==> config.mk <==
export PLATFORM = sky130hd
export DESIGN_NAME = lsu_bus_ctrl
export DESIGN_NICKNAME = d
export VERILOG_FILES = /design/src/rtl/lsu_pkg.sv /design/src/rtl/lsu_align.sv /design/src/rtl/lsu_bus_ctrl.sv
export SDC_FILE = /design/constraint.sdc
export NUM_CORES = 1
export LEC_CHECK = 0
export CAP_MARGIN = 20
export CORE_UTILIZATION = 45
export CTS_CLUSTER_DIAMETER = 120
export CTS_CLUSTER_SIZE = 25
export DETAILED_ROUTE_END_ITERATION = 10
export PLACE_DENSITY = 0.81
export SKIP_LAST_GASP = 1
export SLEW_MARGIN = 20
export SYNTH_ARGS = -nofsm -noshare
export SYNTH_HDL_FRONTEND = slang
export SYNTH_SLANG_ARGS = --single-unit
export TNS_END_PERCENT = 20
==> constraint.sdc <==
create_clock -name clk -period 2.45 [get_ports clk]
set_clock_uncertainty 0.15 [all_clocks]
set_input_delay 0.6125 -clock clk [delete_from_list [all_inputs] [get_ports clk]]
set_output_delay 0.6125 -clock clk [all_outputs]
set_load 0.05 [all_outputs]
==> src/rtl/lsu_pkg.sv <==
// Shared encodings and helpers for the load/store bus controller.
package lsu_pkg;

  localparam logic [1:0] SZ_B = 2'b00;
  localparam logic [1:0] SZ_H = 2'b01;
  localparam logic [1:0] SZ_W = 2'b10;
  localparam logic [1:0] SZ_D = 2'b11;

  typedef enum logic [1:0] {
    IDLE = 2'd0,
    REQ  = 2'd1,
    RESP = 2'd2,
    DONE = 2'd3
  } lsu_state_e;

  function automatic logic [7:0] size_mask(input logic [1:0] sz);
    case (sz)
      SZ_B:    return 8'h01;
      SZ_H:    return 8'h03;
      SZ_W:    return 8'h0F;
      default: return 8'hFF;
    endcase
  endfunction

  function automatic logic is_aligned(input logic [1:0] sz, input logic [2:0] off);
    case (sz)
      SZ_B:    return 1'b1;
      SZ_H:    return (off[0] == 1'b0);
      SZ_W:    return (off[1:0] == 2'b00);
      default: return (off == 3'b000);
    endcase
  endfunction

endpackage

==> src/rtl/lsu_align.sv <==
// Lane steering: store data/strobe placement and load shift with sign/zero extension.
module lsu_align
  import lsu_pkg::*;
(
  input  logic [1:0]  st_size_i,
  input  logic [2:0]  st_off_i,
  input  logic [63:0] st_data_i,
  input  logic [1:0]  ld_size_i,
  input  logic [2:0]  ld_off_i,
  input  logic        ld_unsigned_i,
  input  logic [63:0] ld_rdata_i,
  output logic [63:0] wdata_o,
  output logic [7:0]  wstrb_o,
  output logic [63:0] ld_data_o
);

  logic [63:0] shifted;

  assign wdata_o = st_data_i << {st_off_i, 3'b000};
  assign wstrb_o = size_mask(st_size_i) << st_off_i;

  always_comb begin
    shifted   = ld_rdata_i >> {ld_off_i, 3'b000};
    ld_data_o = shifted;
    case (ld_size_i)
      SZ_B: ld_data_o = ld_unsigned_i ? {56'b0, shifted[7:0]}
                                      : {{56{shifted[7]}}, shifted[7:0]};
      SZ_H: ld_data_o = ld_unsigned_i ? {48'b0, shifted[15:0]}
                                      : {{48{shifted[15]}}, shifted[15:0]};
      SZ_W: ld_data_o = ld_unsigned_i ? {32'b0, shifted[31:0]}
                                      : {{32{shifted[31]}}, shifted[31:0]};
      default: ld_data_o = shifted;
    endcase
  end

endmodule

==> src/rtl/lsu_bus_ctrl.sv <==
// Load/store bus controller: one aligned access per req/gnt/rvalid transaction,
// with a bounded wait and a single-cycle completion pulse back to the mem stage.
//   state | meaning
//   IDLE  | waiting for ce; checks alignment
//   REQ   | bus_req held, fields stable, waiting for bus_gnt
//   RESP  | granted, waiting for bus_rvalid
//   DONE  | data_mem_ready pulse with data and error flags
module lsu_bus_ctrl
  import lsu_pkg::*;
#(
  parameter int TIMEOUT = 255
) (
  input  logic        clk,
  input  logic        rst,
  input  logic        ce,
  input  logic        data_mem_rw,
  input  logic [1:0]  size,
  input  logic        load_unsigned,
  input  logic [63:0] addr,
  input  logic [63:0] store_data,
  output logic [63:0] mem_data,
  output logic [7:0]  mem_data_byte_valid,
  output logic        data_mem_ready,
  output logic        misaligned,
  output logic        bus_err,
  output logic        bus_req,
  output logic        bus_we,
  output logic [63:0] bus_addr,
  output logic [63:0] bus_wdata,
  output logic [7:0]  bus_wstrb,
  input  logic        bus_gnt,
  input  logic        bus_rvalid,
  input  logic [63:0] bus_rdata
);

  localparam int CW = $clog2(TIMEOUT + 1);
  localparam logic [CW-1:0] CNT_MAX = CW'(TIMEOUT);

  lsu_state_e  state_q, state_d;
  logic [CW-1:0] cnt_q, cnt_d, cnt_inc;
  logic [1:0]  size_q, size_d;
  logic [2:0]  off_q, off_d;
  logic        uns_q, uns_d;
  logic        req_q, req_d;
  logic        we_q, we_d;
  logic [63:0] baddr_q, baddr_d;
  logic [63:0] wdata_q, wdata_d;
  logic [7:0]  wstrb_q, wstrb_d;
  logic [63:0] mdata_q, mdata_d;
  logic [7:0]  bv_q, bv_d;
  logic        rdy_q, rdy_d;
  logic        mis_q, mis_d;
  logic        err_q, err_d;
  logic        fin, tmo;
  logic [63:0] al_wdata, al_ld;
  logic [7:0]  al_wstrb;

  lsu_align u_align (
    .st_size_i     (size),
    .st_off_i      (addr[2:0]),
    .st_data_i     (store_data),
    .ld_size_i     (size_q),
    .ld_off_i      (off_q),
    .ld_unsigned_i (uns_q),
    .ld_rdata_i    (bus_rdata),
    .wdata_o       (al_wdata),
    .wstrb_o       (al_wstrb),
    .ld_data_o     (al_ld)
  );

  always_comb begin
    state_d = state_q;
    cnt_d   = cnt_q;
    size_d  = size_q;
    off_d   = off_q;
    uns_d   = uns_q;
    req_d   = req_q;
    we_d    = we_q;
    baddr_d = baddr_q;
    wdata_d = wdata_q;
    wstrb_d = wstrb_q;
    mdata_d = '0;
    bv_d    = '0;
    rdy_d   = 1'b0;
    mis_d   = 1'b0;
    err_d   = 1'b0;
    fin     = 1'b0;
    tmo     = 1'b0;
    cnt_inc = (cnt_q == CNT_MAX) ? cnt_q : cnt_q + CW'(1);

    case (state_q)
      IDLE: begin
        cnt_d = '0;
        if (ce) begin
          size_d = size;
          off_d  = addr[2:0];
          uns_d  = load_unsigned;
          if (is_aligned(size, addr[2:0])) begin
            state_d = REQ;
            req_d   = 1'b1;
            we_d    = data_mem_rw;
            baddr_d = {addr[63:3], 3'b000};
            wdata_d = al_wdata;
            wstrb_d = al_wstrb;
          end else begin
            state_d = DONE;
            rdy_d   = 1'b1;
            mis_d   = 1'b1;
            bv_d    = size_mask(size);
          end
        end
      end
      REQ: begin
        cnt_d = cnt_inc;
        if (bus_gnt && bus_rvalid) begin
          fin = 1'b1;
        end else if (cnt_inc == CNT_MAX) begin
          tmo = 1'b1;
        end else if (bus_gnt) begin
          req_d   = 1'b0;
          state_d = RESP;
        end
      end
      RESP: begin
        cnt_d = cnt_inc;
        if (bus_rvalid) begin
          fin = 1'b1;
        end else if (cnt_inc == CNT_MAX) begin
          tmo = 1'b1;
        end
      end
      DONE: state_d = IDLE;
      default: state_d = IDLE;
    endcase

    // A real response wins over a timeout landing on the same edge.
    if (fin || tmo) begin
      state_d = DONE;
      req_d   = 1'b0;
      rdy_d   = 1'b1;
      err_d   = tmo;
      bv_d    = size_mask(size_q);
      mdata_d = (fin && !we_q) ? al_ld : '0;
    end
  end

  always_ff @(posedge clk) begin
    if (!rst) begin
      state_q <= IDLE;
      cnt_q   <= '0;
      size_q  <= '0;
      off_q   <= '0;
      uns_q   <= 1'b0;
      req_q   <= 1'b0;
      we_q    <= 1'b0;
      baddr_q <= '0;
      wdata_q <= '0;
      wstrb_q <= '0;
      mdata_q <= '0;
      bv_q    <= '0;
      rdy_q   <= 1'b0;
      mis_q   <= 1'b0;
      err_q   <= 1'b0;
    end else begin
      state_q <= state_d;
      cnt_q   <= cnt_d;
      size_q  <= size_d;
      off_q   <= off_d;
      uns_q   <= uns_d;
      req_q   <= req_d;
      we_q    <= we_d;
      baddr_q <= baddr_d;
      wdata_q <= wdata_d;
      wstrb_q <= wstrb_d;
      mdata_q <= mdata_d;
      bv_q    <= bv_d;
      rdy_q   <= rdy_d;
      mis_q   <= mis_d;
      err_q   <= err_d;
    end
  end

  assign mem_data            = mdata_q;
  assign mem_data_byte_valid = bv_q;
  assign data_mem_ready      = rdy_q;
  assign misaligned          = mis_q;
  assign bus_err             = err_q;
  assign bus_req             = req_q;
  assign bus_we              = we_q;
  assign bus_addr            = baddr_q;
  assign bus_wdata           = wdata_q;
  assign bus_wstrb           = wstrb_q;

endmodule
==> results by group <==
Run status
  • Outcome: finished, violations left
  • Failing checks: negative setup slack

Logic synthesis
  • Largest cells by area after synthesis: dfxtp_1, nand2_1, mux4_2
  • Mapped Area: 0.0112 mm^2
  • Syn Inst Count: 1308
  • Post-synth cell types: 55
  • Number of flops mapped to enable cells by yosys: 0
  • Register bit count reported by yosys: 221
  • Register area share after synthesis: 39.6%
  • Yosys warns: 0
  • Yosys top cell area share: 39.6%
  • Synthesized area per cell: 8.55 um^2
  • Post-synthesis async set-or-reset flop share: 0%
  • Largest area contributor in the netlist: dfxtp_1
  • Predominant post-synthesis flop cell: dfxtp_1

Worst setup path
  • WP data required: 1.69 ns
  • RR Startpoint: off_q[1]$_SDFFE_PN0P_
  • Reg2Reg Depth: 4
  • Worst R2R End: mem_data[16]$_SDFF_PN0_
  • Critical path launch point type: register
  • Worst Setup SP: bus_wdata[42]$_SDFFE_PN0P_
  • Crit Path Max Fanout: 2
  • WS Path Type: register to primary output
  • Reg2Reg Setup Slack: 0.23 ns
  • Critical path, cell by cell: clkdlybuf4s50_1
  • CP arrival: 1.70 ns
  • CP delay by family, top: buffers and inverters
  • CP max-delay cell: clkdlybuf4s50_1
  • Setup crit end: bus_wdata[42]
  • Crit path buf inv count: 1
  • CP Capture Type: primary output
  • Crit path depth: 1
  • Slowest stage delay, CP: 0.82 ns

Clock network
  • H-tree levels: 1
  • Worst-path clk slew: 0.10 ns
  • Clock buffer depth: 3
  • CTS sink count: 221
  • Worst-Skew Late Latency: 0.47 ns
  • CTS buffer count: 12
  • CTS tree: built
  • Post-CTS setup buffers: 0
  • CTS root buffer: clkbuf_16
  • Cts hold-fix bufs: 0

Timing
  • Highest Clock Rate: 406 MHz
  • Slew Limit Fails: 0
  • Hold Fails Final Rpt: 0
  • Post-route setup slack: -0.0154 ns
  • WHS: 0.307 ns
  • Slew HR: 41.9%
  • RSZ-0062 raised after global routing: true
  • Measured slew at the worst slew-check pin: 0.865 ns
  • Min cycle time layout: 2.47 ns
  • Final worst-path cycle share: 101%
  • Final setup viols: 4

Drt
  • DR DRC count: 0
  • Detail Route Antenna Nets: 0
  • Initial DRC count: 779
  • Vias: 11650
  • Drt wl/cell: 20.5 um
  • Drt pass-1 iters: 5
  • Final WL: 41600 um
  • Vias/cell: 5.73

Finish
  • Synth-to-layout area growth: 46.4%
  • Post-route insts no fill: 2032
  • Multi-input logic area: 0.00608 mm^2
  • Fin nets: 1912
  • Post-Layout Inst Area: 0.0164 mm^2
  • Layout cells sized above 1: 14.7%
  • Fill cells: 1966
  • Final core occ: 67.3%
  • Register area: 0.00443 mm^2

Place
  • Post-DP HPWL: 32000 um
  • Placed insts: 2015
  • Final GP Congestion: 1.01
  • DP Area: 0.0160 mm^2
  • PortBufs: 410

Floorplanning
  • DIE WIDTH: 160 um
  • Row count: 57
  • Die area: 0.0255 mm^2
  • Core region area: 0.0243 mm^2
  • I/O pin count: 414
  • Initial Util: 46.0%
  • Die H: 160 um

GRT
  • Total grt overflow: 0
  • Vias in the first global route: 11569
  • Initial antenna violation count: 5
  • Total GRT Usage: 31.5%
  • Largest net degree at the start of global routing: 54
  • First-pass GRT wire length: 63500 um

Flow run
  • Max cap viols: 0

Power
  • Psw: 4.48 mW
  • Internal Pwr Total: 6.98 mW
  • Combinational power share: 43.8%
  • Part of the power in the clock network: 19.7%
  • LEAKAGE: 6.17 nW
  • Max IR drop VDD: 0.451 mV
  • Reg power frac: 36.5%
  • Sw frac: 39.1%
  • Pwr dens: 699 mW/mm^2

Hold path
  • Worst Hold Class: register to register
-- metal layers --
metal  part of all wire (%)  track usage [%]
met1                     36             34.0
met2                     48             55.2
met3                    9.4             9.48
met4                    5.7             17.2
met5                  0.072                0
-- how the worst min path moves through the flow --
| stage | cells past startpoint | endpoint | slack [ns] | start |
|---|---|---|---|---|
| after detailed placement | 2 | bus_addr[20]$_SDFFE_PN0P_ | 0.30 | bus_addr[20]$_SDFFE_PN0P_ |
| after CTS | 2 | bus_addr[20]$_SDFFE_PN0P_ | 0.31 | bus_addr[20]$_SDFFE_PN0P_ |
| final | 2 | bus_addr[34]$_SDFFE_PN0P_ | 0.31 | bus_addr[34]$_SDFFE_PN0P_ |
| after floorplan | 2 | cnt_q[1]$_SDFFE_PN0P_ | 0.32 | cnt_q[1]$_SDFFE_PN0P_ |
| after global routing | 2 | bus_addr[24]$_SDFFE_PN0P_ | 0.32 | bus_addr[24]$_SDFFE_PN0P_ |
| after global placement | 2 | bus_wdata[12]$_SDFFE_PN0P_ | 0.29 | bus_wdata[12]$_SDFFE_PN0P_ |
-- area by class of cell --
type | count | area share (%)
Antenna cell | 3 | 0.0458
Clock buffer | 13 | 1.99
Clock inverter | 1 | 0.183
Inverter | 16 | 0.382
Multi-Input combinational cell | 951 | 37.1
Sequential cell | 221 | 27.0
Tap cell | 324 | 2.48
Timing Repair Buffer | 503 | 30.8
-- Yosys cell counts, types with 16 or more instances --
library cell / number
nand3_1: 34
nand2_1: 289
clkbuf_1: 58
mux4_2: 38
mux2_2: 32
dfxtp_1: 221
nor2_1: 78
a21oi_2: 30
a21oi_1: 158
a311oi_1: 16
a211oi_1: 24
buf_2: 36
o21ai_0: 47
mux2i_1: 60
-- sequential cells by signal, indices dropped and copies added (netlist names) --
signal,count
bus_wstrb,8
bus_req,1
size_q,2
bus_err,1
misaligned,1
off_q,3
bus_wdata,64
mem_data,64
uns_q,1
state_q,2
bus_we,1
bus_addr,61
mem_data_byte_valid,4
cnt_q,8
-- per-stage QoR --
stage | setup TNS [ns] | setup slack (ns) | power (mW)
floorplan | 0 | 0.296 | 7.42
global placement | -10.50 | -0.277 | 9.16
detailed placement | -13.83 | -0.319 | 9.23
CTS | -0.490 | -0.0388 | 11.5
global route | -1.07 | -0.0597 | 11.9
finish | -0.0404 | -0.0154 | 11.5
-- cells by family (layout without fill, tap and decap cells) --
logic type | count (synthesis) | in the layout | synth area share (%)
AND/OR/NAND/NOR | 458 | 458 | 17.1
AO/OA/AOI/OAI | 350 | 350 | 19.7
flip-flops | 221 | 221 | 39.6
buffers and inverters | 138 | 533 | 6.24
multiplexers | 133 | 133 | 16.6
adder cells (fa/ha/maj) | 6 | 6 | 0.671
other | 1 | 6 | 0.0335
XOR/XNOR | 1 | 1 | 0.0783
-- power by group through the flow --
stage | clock [mW] | combinational [mW] | sequential [mW]
global placement | 0 | 4.92 | 4.24
detailed placement | 0 | 4.97 | 4.25
global route | 2.42 | 5.29 | 4.22
finish | 2.25 | 5.02 | 4.18
floorplan | 0 | 2.22 | 5.20
CTS | 2.30 | 4.99 | 4.18
-- repair_timing --
| action | CTS | global route |
|---|---|---|
| setup endpoints to repair | 40 | 66 |
| cloned | 0 | 0 |
| gates resized for setup | 8 | 13 |
-- worst min-delay path, cell delays in order, from the launching register on --
cell and delay (ns):
dfxtp_1 0.32, nand2_1 0.05, a21oi_1 0.05
-- layout by cell type (no fill, tap or decap), types with 9 or more instances in the layout --
master	instances
a211oi_1	24
a21o_1	10
a21oi_1	158
a21oi_2	30
a22oi_1	9
a311oi_1	16
and3_1	9
buf_12	22
buf_4	93
clkbuf_16	13
clkdlybuf4s50_1	366
dfxtp_1	219
dlymetal6s2s_1	13
inv_1	13
mux2_2	32
mux2i_1	60
mux4_2	38
nand2_1	289
nand3_1	34
nor2_1	78
nor3_1	14
o211ai_1	11
o21ai_0	47
o21ai_1	11
or2_2	9
Note: power is estimated with default switching activity, not from simulation.
